===== src/rtl/keypad_scan_encoder.sv =====
// keypad_scan_encoder
//   Scans a 4x4 active-low matrix keypad one column at a time, debounces
//   press and release, and encodes the accepted key as a single byte.
//
// Parameters
//   SCAN_DIV         : clock cycles per column slot (>= 4)
//   DEBOUNCE_SAMPLES : consecutive agreeing sample points to accept a
//                      press or a release (2..255)
//
// Ports
//   clk       : system clock
//   rst       : synchronous, active-high reset
//   row_n     : keypad rows, active low, asynchronous to clk
//   col_n     : column drive, active low, one-hot-low
//   key_code  : {held, 3'b000, row[1:0], col[1:0]}
//   key_valid : one-cycle pulse when a new press is accepted
//   key_held  : high while a debounced key is down (same as key_code[7])
module keypad_scan_encoder #(
   parameter int unsigned SCAN_DIV         = 1000,
   parameter int unsigned DEBOUNCE_SAMPLES = 8
) (
   input  logic       clk,
   input  logic       rst,
   input  logic [3:0] row_n,
   output logic [3:0] col_n,
   output logic [7:0] key_code,
   output logic       key_valid,
   output logic       key_held
);

   localparam int unsigned      DIV_W    = (SCAN_DIV > 1) ? $clog2(SCAN_DIV) : 1;
   localparam logic [DIV_W-1:0] DIV_LAST = DIV_W'(SCAN_DIV - 1);
   localparam logic [7:0]       DEB_N    = 8'(DEBOUNCE_SAMPLES);

   typedef enum logic [1:0] {
      SCAN,
      DEBOUNCE,
      PRESSED
   } state_t;

   state_t           state;
   logic [3:0]       rs_meta;
   logic [3:0]       rs_n;
   logic [DIV_W-1:0] div;
   logic [1:0]       col;
   logic [1:0]       cap_row;
   logic [7:0]       cnt;
   logic [7:0]       rcnt;

   logic             sample;
   logic [1:0]       low_row;
   logic             cap_low;
   logic [1:0]       col_next;
   logic [7:0]       cnt_inc;
   logic [7:0]       rcnt_inc;

   function automatic logic [3:0] col_drive(input logic [1:0] c);
      return ~(4'b0001 << c);
   endfunction

   assign sample   = (div == DIV_LAST);
   assign cap_low  = ~rs_n[cap_row];
   assign col_next = col + 2'd1;
   // Counters saturate at 255 instead of wrapping back to zero.
   assign cnt_inc  = (cnt  == 8'hFF) ? cnt  : cnt  + 8'd1;
   assign rcnt_inc = (rcnt == 8'hFF) ? rcnt : rcnt + 8'd1;

   // Lowest-index low row wins when several rows are low together.
   always_comb begin
      low_row = 2'd3;
      casez (rs_n)
         4'b???0: low_row = 2'd0;
         4'b??01: low_row = 2'd1;
         4'b?011: low_row = 2'd2;
         default: low_row = 2'd3;
      endcase
   end

   always_ff @(posedge clk) begin
      if (rst) begin
         state     <= SCAN;
         rs_meta   <= '1;
         rs_n      <= '1;
         div       <= '0;
         col       <= '0;
         col_n     <= 4'b1110;
         cap_row   <= '0;
         cnt       <= '0;
         rcnt      <= '0;
         key_code  <= '0;
         key_valid <= 1'b0;
         key_held  <= 1'b0;
      end else begin
         rs_meta   <= row_n;
         rs_n      <= rs_meta;
         key_valid <= 1'b0;
         div       <= sample ? '0 : div + 1'b1;

         if (sample) begin
            unique case (state)
               SCAN: begin
                  if (rs_n == 4'hF) begin
                     col   <= col_next;
                     col_n <= col_drive(col_next);
                  end else begin
                     cap_row <= low_row;
                     cnt     <= 8'd1;
                     state   <= DEBOUNCE;
                  end
               end
               DEBOUNCE: begin
                  if (cap_low) begin
                     cnt <= cnt_inc;
                     if (cnt_inc >= DEB_N) begin
                        state     <= PRESSED;
                        key_code  <= {1'b1, 3'b000, cap_row, col};
                        key_held  <= 1'b1;
                        key_valid <= 1'b1;
                        rcnt      <= '0;
                     end
                  end else begin
                     state <= SCAN;
                     col   <= col_next;
                     col_n <= col_drive(col_next);
                  end
               end
               PRESSED: begin
                  if (!cap_low) begin
                     rcnt <= rcnt_inc;
                     if (rcnt_inc >= DEB_N) begin
                        key_code[7] <= 1'b0;
                        key_held    <= 1'b0;
                        state       <= SCAN;
                        col         <= col_next;
                        col_n       <= col_drive(col_next);
                     end
                  end else begin
                     rcnt <= '0;
                  end
               end
               default: state <= SCAN;
            endcase
         end
      end
   end

endmodule

===== config.mk =====
export PLATFORM = sky130hd
export DESIGN_NAME = keypad_scan_encoder
export DESIGN_NICKNAME = d
export VERILOG_FILES = /design/src/rtl/keypad_scan_encoder.sv
export SDC_FILE = /design/constraint.sdc
export NUM_CORES = 1
export LEC_CHECK = 0
export ABC_AREA = 1
export CORE_MARGIN = 3
export CORE_UTILIZATION = 30
export CTS_CLUSTER_DIAMETER = 30
export DETAILED_ROUTE_END_ITERATION = 8
export PLACE_DENSITY_LB_ADDON = 0.3
export SLEW_MARGIN = 20
export SYNTH_ARGS = -nofsm -noshare
export SYNTH_HDL_FRONTEND = slang
export SYNTH_SLANG_ARGS = --single-unit

===== constraint.sdc =====
create_clock -name clk -period 2 [get_ports clk]
set_input_delay 0.2 -clock clk [delete_from_list [all_inputs] [get_ports clk]]
set_output_delay 0.2 -clock clk [all_outputs]
set_load 0.1 [all_outputs]

==> metrics.txt, run 1 <==
async set or reset register ratio after synthesis 0%; core area 8420 um^2; critical hold path startpoint rs_meta[2]; Vert. Die Dim 100 um; initial core utilization 31.7%; DR vias/cell 4.56; WL per Instance 10.6 um; delay contributed by the slowest stage of the critical path 0.38 ns; Worst Hold Depth 1; slack of the worst reg-to-reg path 0.17 ns; die outline width 100 um; Worst VDD drop 0.230 mV; final core utilization 37.4%; setup-violating endpoint count in the final report 0; cell count after synthesis 374; fraction of layout cells with a size suffix above 1 22.9%; final worst hold slack 0.415 ns; Max-cap violations 0; TritonCTS clock tree yes; worst reg-to-reg path cell count 8; outcome completed; fraction of post-synthesis cell area in the top cell type by area 38.2%; worst path required time 2.25 ns; count of synthesis-stage warnings from yosys 0; Boundary Pins 20; H-tree level count 2; root buffer selected by CTS sky130_fd_sc_hd__clkbuf_8; commonest non-fill, non-tap cells in the layout sky130_fd_sc_hd__nand2_1, sky130_fd_sc_hd__dfxtp_1, sky130_fd_sc_hd__inv_1, sky130_fd_sc_hd__nor2_1, sky130_fd_sc_hd__nand3_1; main flop type after synthesis sky130_fd_sc_hd__dfxtp_1; clock-pin slew on the worst setup and hold paths 0.09 ns; routability congestion estimate from global placement 0.807; share of the clock period used by the worst path after layout 91.5%; critical path class reg -> reg; # clock sinks 51; Max Freq 0.546 GHz; static leakage 1.34 nW; dominant cell type by area after synthesis sky130_fd_sc_hd__dfxtp_1; crit path max-delay cell type sky130_fd_sc_hd__nor4_4; clock buffer count from CTS 5; antenna fix cells 0; sum of net half-perimeters after detailed placement 3830 um; Iteration-0 DRC Markers 60; proportion of synthesized chip area in sequential cells 38.2%; most common cell after layout, fill and taps aside sky130_fd_sc_hd__nand2_1; Largest delay share family, worst path simple AND/OR/NAND/NOR gates; critical path arrival 2.08 ns; total standard cell area after synthesis 2670 um^2; number of remaining DRC errors 0; final number of hold-violating endpoints 0; DRT antenna net count 0; count of unique library cells instantiated by Yosys 37; mean cell area of the mapped netlist 7.14 um^2; number of flops mapped to enable cells by yosys 0; Buffers on Ports 16; worst-skew pair later-pin latency 0.31 ns; initial antenna violation count 0; number of iterations in the first detailed-routing pass 4; remaining global-route overflow 0; Worst Setup Start Kind flop; wire length of the first global-routing pass 8960 um; leading post-synthesis cells by cell area sky130_fd_sc_hd__dfxtp_1, sky130_fd_sc_hd__nand2_1, sky130_fd_sc_hd__inv_1; Clock Path Buffers 2; DIE AREA 10100 um^2; total number of vias 2333; Period minus WS final 1.83 ns; end point of the worst hold path rs_n[2]; total track usage 10.8%; final slew viol count 0; buffering stage count on the worst path with inverters included 1; number of global-route vias before repair 2029; worst r2r src div[1]; Critical Path, Cell by Cell ha_2 -> nand3_1 -> nor4_4 -> nand2_2 -> a21oi_4 -> buf_4 -> o211ai_1 -> a21oi_1; number of nets in the layout 419; number of flip-flops and latches in the synthesized netlist 51; maximum net fanout on the critical path 7; kind of end point of the critical path flop; Fin Clk Skew 0.00794 ns; pin count of the biggest net entering global routing 26; Power per Cell Area 550 nW/um^2; Routed WL 5430 um; class of the worst hold path reg -> reg; area growth from synthesis to final layout 17.8%; standard-cell rows 33; endpoint of the worst-slack reg-to-reg timing path cnt[2]; total power 1.73 mW
worst reg2reg max path, cell delays in order, from the launching register on:
cell                       delay (ns)
sky130_fd_sc_hd__dfxtp_1         0.35
sky130_fd_sc_hd__ha_2            0.19
sky130_fd_sc_hd__nand3_1         0.11
sky130_fd_sc_hd__nor4_4          0.38
sky130_fd_sc_hd__nand2_2         0.15
sky130_fd_sc_hd__a21oi_4         0.22
sky130_fd_sc_hd__buf_4           0.15
sky130_fd_sc_hd__o211ai_1        0.09
sky130_fd_sc_hd__a21oi_1         0.13
cell usage after synthesis (all sizes together) (3+ instances only):
cell type	number
nand2	99
dfxtp	51
nor2	50
inv	44
a21oi	33
nand3	31
o21ai	13
or2	11
ha	7
nor3	6
buf	5
xor2	4
clkbuf	3
repair_timing:
action	in CTS	in global routing
gates resized for setup	0	19
setup buffers	0	10
hold buffers	0	0
endpoints found under the setup margin	0	26
state kept, by name, indices dropped and copies added (netlist names), 4 cells and up:
name,count
rs_n,4
rcnt,8
key_code,5
col_n,4
rs_meta,4
div,10
cnt,8
power breakdown:
part | leakage (nW) | internal, mW | switching (mW) | total, mW
Clock | 0.0454 | 0.252 | 0.361 | 0.614
Combinational | 0.883 | 0.0252 | 0.0602 | 0.0853
Sequential | 0.415 | 1.03 | 0.00607 | 1.03
Total | 1.34 | 1.30 | 0.428 | 1.73
worst max path at each step:
stage	from	to	slack (ns)	cells after the start
after floorplan	cnt[0]	rcnt[5]	0.32	13
after global placement	rcnt[1]	col_n[1]	0.08	13
after detailed placement	rcnt[1]	col_n[1]	0.10	13
after CTS	rcnt[1]	col_n[1]	0.08	13
after global routing	rcnt[0]	col_n[1]	-0.05	13
final	div[1]	cnt[2]	0.17	8
kinds of logic after synthesis:
group / after synthesis / synth area share (%)
compound gates: 52 / 11.8
xor+xnor: 5 / 1.64
fa+ha+maj: 7 / 3.28
buf+inv: 54 / 8.34
flops: 51 / 38.2
other cells: 1 / 0.140
simple gates: 204 / 36.6
layer usage:
layer  track usage (%)  vias to the layer above  routed length, um
met5                 0                        -                  0
met4              4.35                        0                 90
met3              1.95                        5                189
met2              17.7                       36               2500
met1              14.0                     1046               2650
li1                  -                     1246                  -
cell type report:
cell class              count  area, um^2
flip-flops and latches     51        1030
multi-input cells         272        1480
fillers                   897        5280
inverters                  46         179
clock inverters             2        17.5
clock buffers               6        72.6
well taps                 105         131
repair buffers             30         241
metrics by stage:
stage / instance area, um^2 / worst slack, ns / instances / TNS (ns)
2_1_floorplan: 2680 / 0.315 / 376 / 0
3_3_place_gp: 2930 / 0.0777 / 493 / 0
3_5_place_dp: 2930 / 0.101 / 493 / 0
4_1_cts: 3020 / 0.0756 / 501 / 0
5_1_grt: 3150 / -0.0463 / 512 / -0.187
6_report: 3150 / 0.169 / 512 / 0
Note: power is estimated with default switching activity, not from simulation.
==> run 2: changes to the inputs <==
- CAP_MARGIN: unset -> 20
==> results of run 2 <==
No change in the layout: final DEF, timing and power equal those of run 1.
==> run 3: changes to the inputs <==
- SETUP_SLACK_MARGIN: unset -> 0.4
==> run 3 against run 2 <==
Against the previous run: fmax is 5.3% higher; first-iteration DRC count is 30% higher; non-clock buffer count is 18 higher; largest power group unchanged; cell area is 17% higher; final cell count is 3.9% higher; global-route usage is 1.8 points higher; combinational power is 15% higher; sequential power hardly changed; sequential cell count stayed put; hold slack worse by 0.00068 ns.
==> metrics.txt, run 3 (synthesis gave the netlist of run 1 again) <==
number of flip-flops under the largest register name 10; die outline width 100 um; placed cell areas 2980 um^2; initial antenna violation count 0; DR vias/cell 4.73; post-route design area 3670 um^2; root buffer selected by CTS sky130_fd_sc_hd__clkbuf_8; Buffers on Ports 16; Largest delay share family, worst path simple AND/OR/NAND/NOR gates; number of global-route vias before repair 2281; worst path required time 2.25 ns; critical path class reg -> reg; routability congestion estimate from global placement 0.846; clock buffer count from CTS 5; Iteration-0 DRC Markers 78; setup-violating endpoint count in the final report 0; buffering stage count on the worst path with inverters included 0; outcome completed; Hold Buf Count CTS 0; Period minus WS final 1.74 ns; Boundary Pins 20; fraction of layout cells with a size suffix above 1 42.2%; Top reg by flops div; core area 8420 um^2; RSZ-0062 raised after global routing true; Vert. Die Dim 100 um; static leakage 1.59 nW; DIE AREA 10100 um^2; class of the worst hold path reg -> reg; Routed WL 6550 um; antenna fix cells 0; total negative setup slack 0 ns; worst-skew pair later-pin latency 0.30 ns; pin count of the biggest net entering global routing 25; number of remaining DRC errors 0; crit path max-delay cell type sky130_fd_sc_hd__dfxtp_4; total number of vias 2518; # clock sinks 51; final number of hold-violating endpoints 0; most common cell after layout, fill and taps aside sky130_fd_sc_hd__nand2_1; number of iterations in the first detailed-routing pass 4; H-tree level count 2; remaining global-route overflow 0; TritonCTS clock tree yes; Worst-Margin Slew 0.515 ns; clock-pin slew on the worst setup and hold paths 0.10 ns; area growth from synthesis to final layout 37.5%; commonest non-fill, non-tap cells in the layout sky130_fd_sc_hd__nand2_1, sky130_fd_sc_hd__buf_4, sky130_fd_sc_hd__inv_1, sky130_fd_sc_hd__dfxtp_1, sky130_fd_sc_hd__nor2_1; Power per Cell Area 472 nW/um^2; Worst VDD drop 0.315 mV; cell count after placement 493; critical path arrival 1.98 ns; initial core utilization 31.7%; total track usage 12.6%; Critical Path, Cell by Cell ha_4 -> nand2_8 -> nor2_4 -> nand2_4 -> nand3_2 -> nand2_2 -> nand2_4 -> o21ai_4 -> nand2_4 -> nand2_4 -> nand2_1 -> a21oi_2; Max-cap violations 0; standard-cell rows 33; number of nets in the layout 439; Fin Clk Skew 0.00429 ns; final slew viol count 0; delay contributed by the slowest stage of the critical path 0.37 ns; most common cell type on the critical path sky130_fd_sc_hd__nand2_4; fin cells 532; share of the clock period used by the worst path after layout 86.9%; Max Freq 0.575 GHz; DRT antenna net count 0; final core utilization 43.6%; wire length of the first global-routing pass 10300 um; kind of end point of the critical path flop; maximum net fanout on the critical path 5; max_slew headroom 65.7%; WL per Instance 12.3 um; sum of net half-perimeters after detailed placement 3950 um; largest registers div: 10 flops, cnt: 8 flops, rcnt: 8 flops; Worst Setup Start Kind flop; Clock Path Buffers 2
-- run 3: timing repair --
action / CTS / global route
pin swaps: 22 / 25
endpoints found under the setup margin: 33 / 35
gates cloned: 3 / 0
gates resized for setup: 47 / 66
buffers inserted: 19 / 9
hold endpoints to repair: 0 / 0
-- run 3: path summary, 6_finish.rpt --
path                                 start       to  cells past startpoint  slack (ns)
worst max-delay path                cnt[0]  rcnt[2]                     12        0.26
worst min-delay path            rs_meta[2]  rs_n[2]                      1        0.41
worst max register to register      cnt[0]  rcnt[2]                     12        0.26
worst min register to register  rs_meta[2]  rs_n[2]                      1        0.41
-- run 3: metrics by stage --
stage	power, mW	setup slack, ns	hold slack (ns)
final	1.73	0.261	0.414
after global routing	1.81	0.144	0.425
after CTS	1.77	0.225	0.416
after detailed placement	1.14	0.158	0.393
after global placement	1.14	0.165	0.391
after floorplan	1.12	0.378	0.304
-- run 3: power by group --
part	internal, mW	total [mW]	leakage [nW]	switching, mW
Sequential	1.02	1.03	0.424	0.00765
Clock	0.253	0.609	0.0461	0.356
Combinational	0.0310	0.0979	1.12	0.0669
Total	1.30	1.73	1.59	0.430
-- run 3: final cells by class --
type | instances | area [um^2]
Clock buffer | 6 | 72.6
Clock inverter | 2 | 15.0
Fill cell | 857 | 4750
Inverter | 46 | 193
Multi-Input combinational cell | 274 | 1810
Sequential cell | 51 | 1060
Tap cell | 105 | 131
Timing Repair Buffer | 48 | 393
-- run 3: worst register-to-register path: cells and delay by family (launching register included) --
kind	cells	cell delay (ns)
flops	1	0.37
compound gates	2	0.30
fa+ha+maj	1	0.18
simple gates	9	0.83
-- run 3: metal layers --
metal / up-vias / wire, um / track usage, %
met5: - / 0 / 0
met4: 0 / 63 / 4.77
met3: 4 / 206 / 2.15
met2: 46 / 3440 / 21.8
met1: 1175 / 2840 / 15.5
li1: 1293 / - / -
